<file path="config.mk">
export PLATFORM = sky130hd
export DESIGN_NAME = slider_puzzle_flat
export DESIGN_NICKNAME = d
export VERILOG_FILES = /design/src/rtl/slider_pkg.sv /design/src/rtl/slider_puzzle_if.sv /design/src/rtl/slider_lfsr16.sv /design/src/rtl/slider_puzzle.sv /design/src/flat_wrapper.sv
export SDC_FILE = /design/constraint.sdc
export NUM_CORES = 1
export LEC_CHECK = 0
export ABC_AREA = 1
export BUFFER_PORTS_ARGS = -buffer_cell sky130_fd_sc_hd__buf_2
export CELL_PAD_IN_SITES_DETAIL_PLACEMENT = 0
export CELL_PAD_IN_SITES_GLOBAL_PLACEMENT = 2
export CORE_AREA = 2 2 126 128
export DETAILED_ROUTE_END_ITERATION = 10
export DIE_AREA = 0 0 128 130
export HOLD_SLACK_MARGIN = 0.05
export PLACE_DENSITY_LB_ADDON = 0.05
export SYNTH_ARGS = -nofsm -noshare
export SYNTH_HDL_FRONTEND = slang
export SYNTH_SLANG_ARGS = --single-unit
export TNS_END_PERCENT = 30
</file>
<file path="constraint.sdc">
create_clock -name clock -period 6.4 [get_ports clock]
set_clock_uncertainty 0.05 [all_clocks]
set_input_delay 1.28 -clock clock [delete_from_list [all_inputs] [get_ports clock]]
set_output_delay 1.28 -clock clock [all_outputs]
set_load 0.01 [all_outputs]
</file>
<file path="src/rtl/slider_pkg.sv">
// Shared constants and types for the sliding-tile puzzle core.
// Direction codes describe how the blank moves.
package slider_pkg;

  localparam logic [1:0] DIR_UP = 2'd0;
  localparam logic [1:0] DIR_DN = 2'd1;
  localparam logic [1:0] DIR_LT = 2'd2;
  localparam logic [1:0] DIR_RT = 2'd3;

  typedef enum logic {
    PLAY     = 1'b0,
    SCRAMBLE = 1'b1
  } state_e;

  // taps at bits 15, 13, 12, 10
  localparam logic [15:0] LFSR_TAPS = 16'hB400;
  localparam logic [15:0] LFSR_SEED = 16'h0001;

  function automatic logic [15:0] lfsr_next(
    input logic [15:0] s
  );
    return {s[14:0], ^(s & LFSR_TAPS)};
  endfunction

endpackage

</file>
<file path="src/rtl/slider_puzzle_if.sv">
// Player/scramble request and board status bundle.
// The bench drives through master; the core sits on slave.
interface slider_puzzle_if #(
  parameter int ROWS = 2,
  parameter int COLS = 4,
  parameter int MCW  = 16
);
  localparam int N  = ROWS * COLS;
  localparam int CW = $clog2(N);

  logic            move_req;
  logic [1:0]      move_dir;
  logic            scr_start;
  logic [15:0]     scr_seed;
  logic [MCW-1:0]  scr_len;
  logic [N*CW-1:0] board;
  logic [CW-1:0]   blank_pos;
  logic            move_ok;
  logic            move_err;
  logic [MCW-1:0]  move_count;
  logic            solved;
  logic            busy;
  logic            parity_ok;

  modport master (
    output move_req, move_dir,
    output scr_start, scr_seed, scr_len,
    input  board, blank_pos,
    input  move_ok, move_err, move_count,
    input  solved, busy, parity_ok
  );

  modport slave (
    input  move_req, move_dir,
    input  scr_start, scr_seed, scr_len,
    output board, blank_pos,
    output move_ok, move_err, move_count,
    output solved, busy, parity_ok
  );

endinterface

</file>
<file path="src/rtl/slider_lfsr16.sv">
// 16-bit Fibonacci LFSR supplying scramble directions.
// A zero seed is replaced so the register never locks up.
module slider_lfsr16
  import slider_pkg::*;
(
  input  logic        clock,
  input  logic        reset,
  input  logic        load_i,
  input  logic [15:0] seed_i,
  input  logic        adv_i,
  output logic [1:0]  dir_o
);

  logic [15:0] state_q;

  always_ff @(posedge clock or posedge reset) begin
    if (reset) begin
      state_q <= LFSR_SEED;
    end else if (load_i) begin
      state_q <= (seed_i == 16'h0) ? LFSR_SEED : seed_i;
    end else if (adv_i) begin
      state_q <= lfsr_next(state_q);
    end
  end

  assign dir_o = state_q[1:0];

endmodule

</file>
<file path="src/rtl/slider_puzzle.sv">
// ROWS x COLS sliding-tile board with player moves,
// a self-driven scrambler, move counter and invariants.
module slider_puzzle
  import slider_pkg::*;
#(
  parameter int ROWS = 2,
  parameter int COLS = 4,
  parameter int CW   = $clog2(ROWS * COLS),
  parameter int MCW  = 16
) (
  input  logic           clock,
  input  logic           reset,
  slider_puzzle_if.slave bus
);

  localparam int N = ROWS * COLS;

  state_e               state_q;
  logic [N-1:0][CW-1:0] board_q;
  logic [CW-1:0]        blank_q;
  logic [MCW-1:0]       count_q;
  logic [MCW-1:0]       remain_q;
  logic                 ok_q;
  logic                 err_q;
  logic                 par_q;

  logic [1:0]    lfsr_dir;
  logic [1:0]    dir_sel;
  logic          legal;
  logic [CW-1:0] tgt;
  logic          do_move;
  logic          solved_c;

  // {legal, target} for moving the blank at b in direction d
  function automatic logic [CW:0] step_fn(
    input logic [CW-1:0] b,
    input logic [1:0]    d
  );
    int   r;
    int   c;
    int   t;
    logic ok;
    r  = int'(b) / COLS;
    c  = int'(b) % COLS;
    ok = 1'b0;
    t  = int'(b);
    unique case (d)
      DIR_UP: begin ok = (r > 0);        t = t - COLS; end
      DIR_DN: begin ok = (r < ROWS - 1); t = t + COLS; end
      DIR_LT: begin ok = (c > 0);        t = t - 1;    end
      DIR_RT: begin ok = (c < COLS - 1); t = t + 1;    end
    endcase
    return {ok, CW'(t)};
  endfunction

  function automatic logic rc_par(
    input logic [CW-1:0] b
  );
    int v;
    v = int'(b) / COLS + int'(b) % COLS;
    return v[0];
  endfunction

  slider_lfsr16 u_lfsr (
    .clock  (clock),
    .reset  (reset),
    .load_i (state_q == PLAY && bus.scr_start),
    .seed_i (bus.scr_seed),
    .adv_i  (state_q == SCRAMBLE),
    .dir_o  (lfsr_dir)
  );

  always_comb begin
    dir_sel = (state_q == SCRAMBLE) ? lfsr_dir
                                    : bus.move_dir;
    {legal, tgt} = step_fn(blank_q, dir_sel);
    do_move = 1'b0;
    if (state_q == PLAY)
      do_move = legal && bus.move_req
                && !bus.scr_start;
    else
      do_move = legal && (remain_q != '0);
  end

  always_comb begin
    solved_c = 1'b1;
    for (int i = 0; i < N; i++)
      if (board_q[i] != CW'(i)) solved_c = 1'b0;
  end

  always_ff @(posedge clock or posedge reset) begin
    if (reset) begin
      for (int i = 0; i < N; i++)
        board_q[i] <= CW'(i);
      blank_q  <= '0;
      state_q  <= PLAY;
      count_q  <= '0;
      remain_q <= '0;
      ok_q     <= 1'b0;
      err_q    <= 1'b0;
      par_q    <= 1'b0;
    end else begin
      ok_q  <= 1'b0;
      err_q <= 1'b0;
      unique case (state_q)
        PLAY: begin
          if (bus.scr_start) begin
            remain_q <= bus.scr_len;
            state_q  <= SCRAMBLE;
          end else if (bus.move_req) begin
            ok_q  <= legal;
            err_q <= !legal;
            if (legal && !(&count_q))
              count_q <= count_q + MCW'(1);
          end
        end
        SCRAMBLE: begin
          if (remain_q == '0) begin
            state_q <= PLAY;
            count_q <= '0;
          end else if (legal) begin
            remain_q <= remain_q - MCW'(1);
          end
        end
      endcase
      if (do_move) begin
        board_q[blank_q] <= board_q[tgt];
        board_q[tgt]     <= '0;
        blank_q          <= tgt;
        par_q            <= ~par_q;
      end
    end
  end

  assign bus.board      = board_q;
  assign bus.blank_pos  = blank_q;
  assign bus.move_ok    = ok_q;
  assign bus.move_err   = err_q;
  assign bus.move_count = count_q;
  assign bus.busy       = (state_q == SCRAMBLE);
  assign bus.solved     = solved_c;
  assign bus.parity_ok  = (par_q == rc_par(blank_q));

endmodule

</file>
<file path="src/flat_wrapper.sv">
// flat-port wrapper written by rule: the top's interface ports become plain ports
module slider_puzzle_flat import slider_pkg::*;
#(
  parameter int ROWS = 2,
  parameter int COLS = 4,
  parameter int CW   = $clog2(ROWS * COLS),
  parameter int MCW  = 16
)
  (clock, reset, bus_move_req, bus_move_dir, bus_scr_start, bus_scr_seed, bus_scr_len, bus_board, bus_blank_pos, bus_move_ok, bus_move_err, bus_move_count, bus_solved, bus_busy, bus_parity_ok);
  slider_puzzle_if #(.ROWS(ROWS), .COLS(COLS), .MCW(MCW)) bus_i ();
  input  logic clock;
  input  logic reset;
  input wire logic [$bits(bus_i.move_req)-1:0] bus_move_req;
  input wire logic [$bits(bus_i.move_dir)-1:0] bus_move_dir;
  input wire logic [$bits(bus_i.scr_start)-1:0] bus_scr_start;
  input wire logic [$bits(bus_i.scr_seed)-1:0] bus_scr_seed;
  input wire logic [$bits(bus_i.scr_len)-1:0] bus_scr_len;
  output wire logic [$bits(bus_i.board)-1:0] bus_board;
  output wire logic [$bits(bus_i.blank_pos)-1:0] bus_blank_pos;
  output wire logic [$bits(bus_i.move_ok)-1:0] bus_move_ok;
  output wire logic [$bits(bus_i.move_err)-1:0] bus_move_err;
  output wire logic [$bits(bus_i.move_count)-1:0] bus_move_count;
  output wire logic [$bits(bus_i.solved)-1:0] bus_solved;
  output wire logic [$bits(bus_i.busy)-1:0] bus_busy;
  output wire logic [$bits(bus_i.parity_ok)-1:0] bus_parity_ok;
  assign bus_i.move_req = bus_move_req;
  assign bus_i.move_dir = bus_move_dir;
  assign bus_i.scr_start = bus_scr_start;
  assign bus_i.scr_seed = bus_scr_seed;
  assign bus_i.scr_len = bus_scr_len;
  assign bus_board = bus_i.board;
  assign bus_blank_pos = bus_i.blank_pos;
  assign bus_move_ok = bus_i.move_ok;
  assign bus_move_err = bus_i.move_err;
  assign bus_move_count = bus_i.move_count;
  assign bus_solved = bus_i.solved;
  assign bus_busy = bus_i.busy;
  assign bus_parity_ok = bus_i.parity_ok;
  slider_puzzle #(.ROWS(ROWS), .COLS(COLS), .CW(CW), .MCW(MCW)) u_core (.clock(clock), .reset(reset), .bus(bus_i));
endmodule
</file>
**Word level (Yosys, flattened, before mapping)**

Index checks and enable logic that the tools add are counted.

- Input bits: 38
- Word-level logic and storage cells: 113
- Register bits after elaboration: 79

- Reductions and logical operators: 20
- Add/sub/neg operators: 7
- Mux-type cells: 40
- Bitwise operators: 4
- Equal/unequal tests: 18
- $lt $le $gt $ge: 8

Operators with widths:

| cell | count |
|---|---|
| 2-to-1 mux 16 bit | 10 |
| one-hot mux 16 bit (2 select lines) | 2 |
| zero test 16 bit | 2 |
| bitwise AND 24 bit | 1 |
| bitwise mux 24 bit | 1 |
| NOT 24 bit | 1 |
| demux 3 bit (select 3 bit) | 2 |
| 2-to-1 mux 1 bit | 17 |
| adder 16 x 1 -> 16 bit (second input constant) | 1 |
| AND reduction 16 bit | 1 |
| nonzero test 16 bit | 1 |
| XOR reduction 16 bit | 1 |
| subtractor 16 x 1 -> 16 bit (second input constant) | 1 |
| != test 2 bit (second input constant) | 7 |
| != test 3 bit (second input constant) | 4 |
| one-hot mux 3 bit (4 select lines) | 1 |
| binary-select mux 3 bit (select 3 bit) | 1 |
| 2-to-1 mux 3 bit | 3 |
| less-than comparator 3 x 4 -> 1 bit (second input constant) | 2 |
| logical AND 1 bit | 7 |
| >= comparator 3 x 1 -> 1 bit (second input constant) | 2 |
| != test 3 x 2 -> 1 bit (second input constant) | 2 |
| equality test 2 bit (second input constant) | 2 |
| one-hot mux 1 bit (4 select lines) | 1 |
| other kinds (21) | 24 |

**Longest topological paths before layout**

- Word-level depth: 9
- Depth in mapped cells: 18
- Gate-level depth less buffers: 17

**Cells and area by module**

From an unflattened synthesis, not the netlist that was laid out.

- Cells, all modules: 800
- Area total of the unflattened synthesis: 5367.6 um^2

Modules (own cells, without submodules):

| module | cells an instance | times used | area each (um^2) |
|---|---|---|---|
| slider_puzzle | 687 | 1 | 4426.7 |
| slider_lfsr16 | 113 | 1 | 940.9 |

**Least setup slack after synthesis**

No wires, ideal clock.

- Path type: in2reg
- Start point: input port bus_move_dir[1]
- End point: register u_core.board_q (netlist bit u_core.bus.board[4])
- Setup time: 0.117 ns
- Data required time: 6.233 ns
- Arrival: 2.869 ns
- Cell stages on the path: 16
- Path slack: 3.364 ns
- Cells stage by stage: nand2_2 > nand2_4 > nand2_1 > inv_1 > fa_1 > inv_1 > nand2_1 > o21ai_4 > inv_2 > nand2_1 > nand2_1 > nand2_1 > nand2_1 > nand2_1 > nand2_1 > nand2_1

- Cells in the longest elaborated chain, start to end: 9
- Elaborated cells on any way between the ends: 21
- Those cells by class: order compare: 2; eq/ne: 3; mux: 9; bitwise: 2; reduce/logical: 5

Ends and longest elaborated chain:

| what | line | source |
|---|---|---|
| from (decl) | flat_wrapper.sv:14 | `input wire logic [$bits(bus_i.move_dir)-1:0] bus_move_dir;` |
| 2-to-1 mux 2 bit (*) | slider_puzzle.sv:74 | `dir_sel = (state_q == SCRAMBLE) ? lfsr_dir` |
| equality test 2 bit, or another cell as far along | slider_puzzle.sv:47 | `unique case (d)` |
| one-hot mux 3 bit (4 select lines) | slider_puzzle.sv:47 |  |
| less-than comparator 3 x 4 -> 1 bit (not written as such) or >= comparator 3 x 1 -> 1 bit (tied branches) | slider_puzzle.sv:128 | `board_q[tgt] <= '0;` |
| logical AND 1 bit (not written as such) | slider_puzzle.sv:128 |  |
| 2-to-1 mux 3 bit (not written as such) | slider_puzzle.sv:128 |  |
| demux 3 bit (select 3 bit) | n/a |  |
| NOT 24 bit (no line) | n/a |  |
| bitwise AND 24 bit (no line) | n/a |  |
| to (signal, indexed assignment) | slider_puzzle.sv:94 | `board_q[i] <= CW'(i);` |
| to (signal, indexed assignment) | slider_puzzle.sv:127 | `board_q[blank_q] <= board_q[tgt];` |
| to (decl) | slider_puzzle.sv:19 | `logic [N-1:0][CW-1:0] board_q;` |

Mark *: on every way between the ends. The rest lies on a longest branch, timed or not. The select of a mux whose other input is x is not followed.
A chain may end at the register's enable or synchronous reset.

**Final worst setup path**

Same ends and word-level chain as after synthesis.

==> results_dict.tcl <==
set metrics [dict create \
    syn-num-nets 790 \
    root_buffer "clkbuf_16" \
    grt_max_degree 69 \
    combPwrFrac_pct 56.1 \
    drcViolationCount 0 \
    synth_top_area_share_pct 32.5 \
    ctsResizeCount 0 \
    clkTransAtPathRegs_ns 0.07 \
    die_area_um2 16600 \
    drive_above_1_share_pct 18.6 \
    first_pass_iters 5 \
    core-area_um2 15400 \
    maxCapViolCount 0 \
    dp.cells 1005 \
    start_util_pct 32.9 \
    cpMaxStageDelayCell "fa_1" \
    finish.utilization_pct 38.7 \
    syn_avg_cell_area_um2 6.79 \
    cts_tree "yes" \
    clockPowerShare_pct 15.5 \
    synth_edf_count 0 \
    synth_cell_types 37 \
    crit_path_start_kind "input pin" \
    pwr-share-seq_pct 28.4 \
    antenna_found_initial 0 \
    cp_cell_sequence "buf_2 -> nand2_2 -> nand2_4 -> nand2_1 -> inv_1 -> fa_1 -> nand3_1 -> nand3_1 -> nand2_1 -> nand2_1 -> inv_1 -> nand2_1 -> nand2_1 -> nand2_1 -> nand2_1 -> nand2_1" \
    required_ns 6.59 \
    vdd_drop_max_v 0.000205 \
    clock_sinks 79 \
    crit_arrival_ns 3.46 \
    die_h_um 130 \
    setup_viol 0 \
    netlist_top_cells_area "dfrtp_1 32%, nand2_1 19%, dfstp_2 6.7%, nor2_1 6.5%, inv_1 5.6%" \
    end_kind "register" \
    async_reset_ff_share_pct 100 \
    drtIter0Drc 289 \
    area_growth_pct 17.4 \
    timing_hold_violations_final 0 \
    postSynthCellCount 748 \
    cp_top_family "simple AND/OR/NAND/NOR gates" \
    fin_nets 866 \
    yosysWarnings 0 \
    die_x_um 128 \
    setup-tns-final_ns 0 \
    crit_fanout 11 \
    synth.most_common_cell "nand2_1" \
    hold_path.class "register to register" \
    rsz0062_at_grt "false" \
    critPathMaxStageDelay_ns 0.37 \
    p_int_mw 1.71 \
    finalWirelength_um 15100 \
    grt_pass1_vias 4748 \
    fillers 1657 \
    grt_overflow 0 \
    numCtsBuffers 9 \
    cts_hold_buf 0 \
    dpl.hpwl_um 10600 \
    gp_congestion 0.817 \
    antenna_cells 0 \
    wl_per_cell_um 14.8 \
    grt_first_pass_wirelength_um 24700 \
    p_switching_mw 1.78 \
    worst_slack_ns 3.13 \
    final_antenna_net_count 0 \
    ctsLongestPathBuffers 2 \
    design_area_um2 5960 \
    synthFlopType "dfrtp_1" \
    slew_headroom_pct 30.8 \
    post_cts_buffers 0 \
    cts_max_level 3 \
    worst_pin_slew_ns 1.04 \
    sw_frac_of_total_pct 51.1 \
    place_ws_ns 2.81 \
    place_area_um2 5660 \
    ios 86 \
    critPathKind "input pin to register" \
    netlist_area_um2 5080 \
    rows 46 \
    fin_crit_sh_pct 51.2 \
    status "finished clean" \
    leakage_nw 2.96 \
    yosysSeqAreaShare_pct 39.2 \
    max_freq_mhz 305 \
    grtUsageTotal_pct 19.1 \
    period_needed_ns 3.27 \
    via_per_inst 4.80 \
    final_cells 1021 \
    clkLatencyLatePin_ns 0.35 \
    critPathBufInv 3 \
    synth_top_area_cell "dfrtp_1" \
    dr_total_vias 4905 \
    power.density_nw_per_um2 585 \
    ys_ff_latch 79 \
    synthTopCellsByCount "264 x nand2_1, 88 x nor2_1, 76 x inv_1" \
    crit_top_cell "nand2_1" \
    slew_viol_final 0 \
    port_buffers 85 \
]
==> cell type report <==
cell class	count	area (µm²)	area share (%)
Clock buffer	12	246	4.13
Clock inverter	4	53.8	0.902
Inverter	79	298	4.99
Multi-Input combinational cell	567	2690	45.0
Sequential cell	79	1990	33.4
Tap cell	192	240	4.03
Timing Repair Buffer	88	448	7.51
==> flip-flops by register name (all words and copies together) (netlist names) <==
register / count
u_core.bus.blank_pos: 3
u_core.bus.board: 24
u_core.bus.busy: 1
u_core.bus.move_count: 16
u_core.bus.move_err: 1
u_core.bus.move_ok: 1
u_core.par_q: 1
u_core.remain_q: 16
u_core.u_lfsr.state_q: 16
==> layer usage <==
layer	routed length [µm]	GRT usage, %	up-vias	part of all wire (%)
met1	7410	26.1	2265	49
li1	-	-	2521	-
met4	173	4.91	0	1.1
met5	0	0	-	0
met2	6910	31.4	106	46
met3	579	3.57	13	3.8
==> stage by stage <==
step | hold slack [ns] | total power [mW]
6_report | 0.427 | 3.49
5_1_grt | 0.441 | 3.86
4_1_cts | 0.431 | 3.54
3_5_place_dp | 0.415 | 2.98
3_3_place_gp | 0.413 | 2.96
2_1_floorplan | 0.399 | 2.39
==> final timing paths <==
kind	start	to	slack (ns)	depth (start not counted)
max in group asynchronous	reset	u_core.bus.board[16]$_DFFE_PP0P_	4.34	3
min in group asynchronous	reset	u_core.bus.move_count[0]$_DFFE_PP0P_	0.78	2
min reg2reg	u_core.remain_q[14]$_DFFE_PP0P_	u_core.remain_q[14]$_DFFE_PP0P_	0.43	2
min	u_core.remain_q[14]$_DFFE_PP0P_	u_core.remain_q[14]$_DFFE_PP0P_	0.43	2
max reg2reg	u_core.bus.busy$_DFF_PP0_	u_core.bus.board[10]$_DFFE_PP1P_	3.32	17
max	bus_move_dir[1]	u_core.bus.board[4]$_DFFE_PP0P_	3.13	16
==> worst register-to-register path: stages (launching register included) <==
cell and delay (ns):
dfrtp_1 0.38, inv_2 0.47, nand2_2 0.19, nand2_4 0.19, nand2_1 0.07, inv_1 0.06
fa_1 0.40, inv_1 0.06, nand2_1 0.08, o21ai_4 0.14, inv_2 0.15, nand2_1 0.09
nand2_1 0.05, nand2_1 0.06, nand2_1 0.31, nand2_1 0.15, nand2_1 0.07, nand2_1 0.06
==> power groups by stage <==
stage | clock [mW] | sequential, mW | combinational, mW
finish | 0.540 | 0.992 | 1.96
detailed placement | 0 | 1.00 | 1.98
global route | 0.580 | 1.03 | 2.25
CTS | 0.558 | 0.995 | 1.99
global placement | 0 | 0.999 | 1.96
floorplan | 0 | 0.981 | 1.41
==> layout by cell type, fill, tap and decap left out, types with 4 or more instances in the layout <==
master and instances:
clkbuf_16 9, o21ai_0 23, nand3_1 49, nor3_1 11, nand2_1 264, nor4_1 4
xnor2_1 6, dfstp_2 13, o21ai_1 25, nor2_1 88, nand4_1 9, or2_2 19
o211ai_1 7, dfrtp_1 66, inv_1 75, buf_2 85, a22oi_1 11, xor2_1 16
a21oi_1 7, nand2_2 8
==> logic make-up (layout without fill, tap and decap cells) <==
| family | count (synthesis) | in the layout | share of synthesized area [%] |
|---|---|---|---|
| compound gates | 81 | 81 | 9.43 |
| xor+xnor | 22 | 22 | 3.79 |
| fa+ha+maj | 4 | 4 | 1.13 |
| buf+inv | 102 | 183 | 8.03 |
| flops | 79 | 79 | 39.2 |
| mux | 1 | 1 | 0.197 |
| simple gates | 459 | 459 | 38.2 |
(Power assumes the default switching activity.)
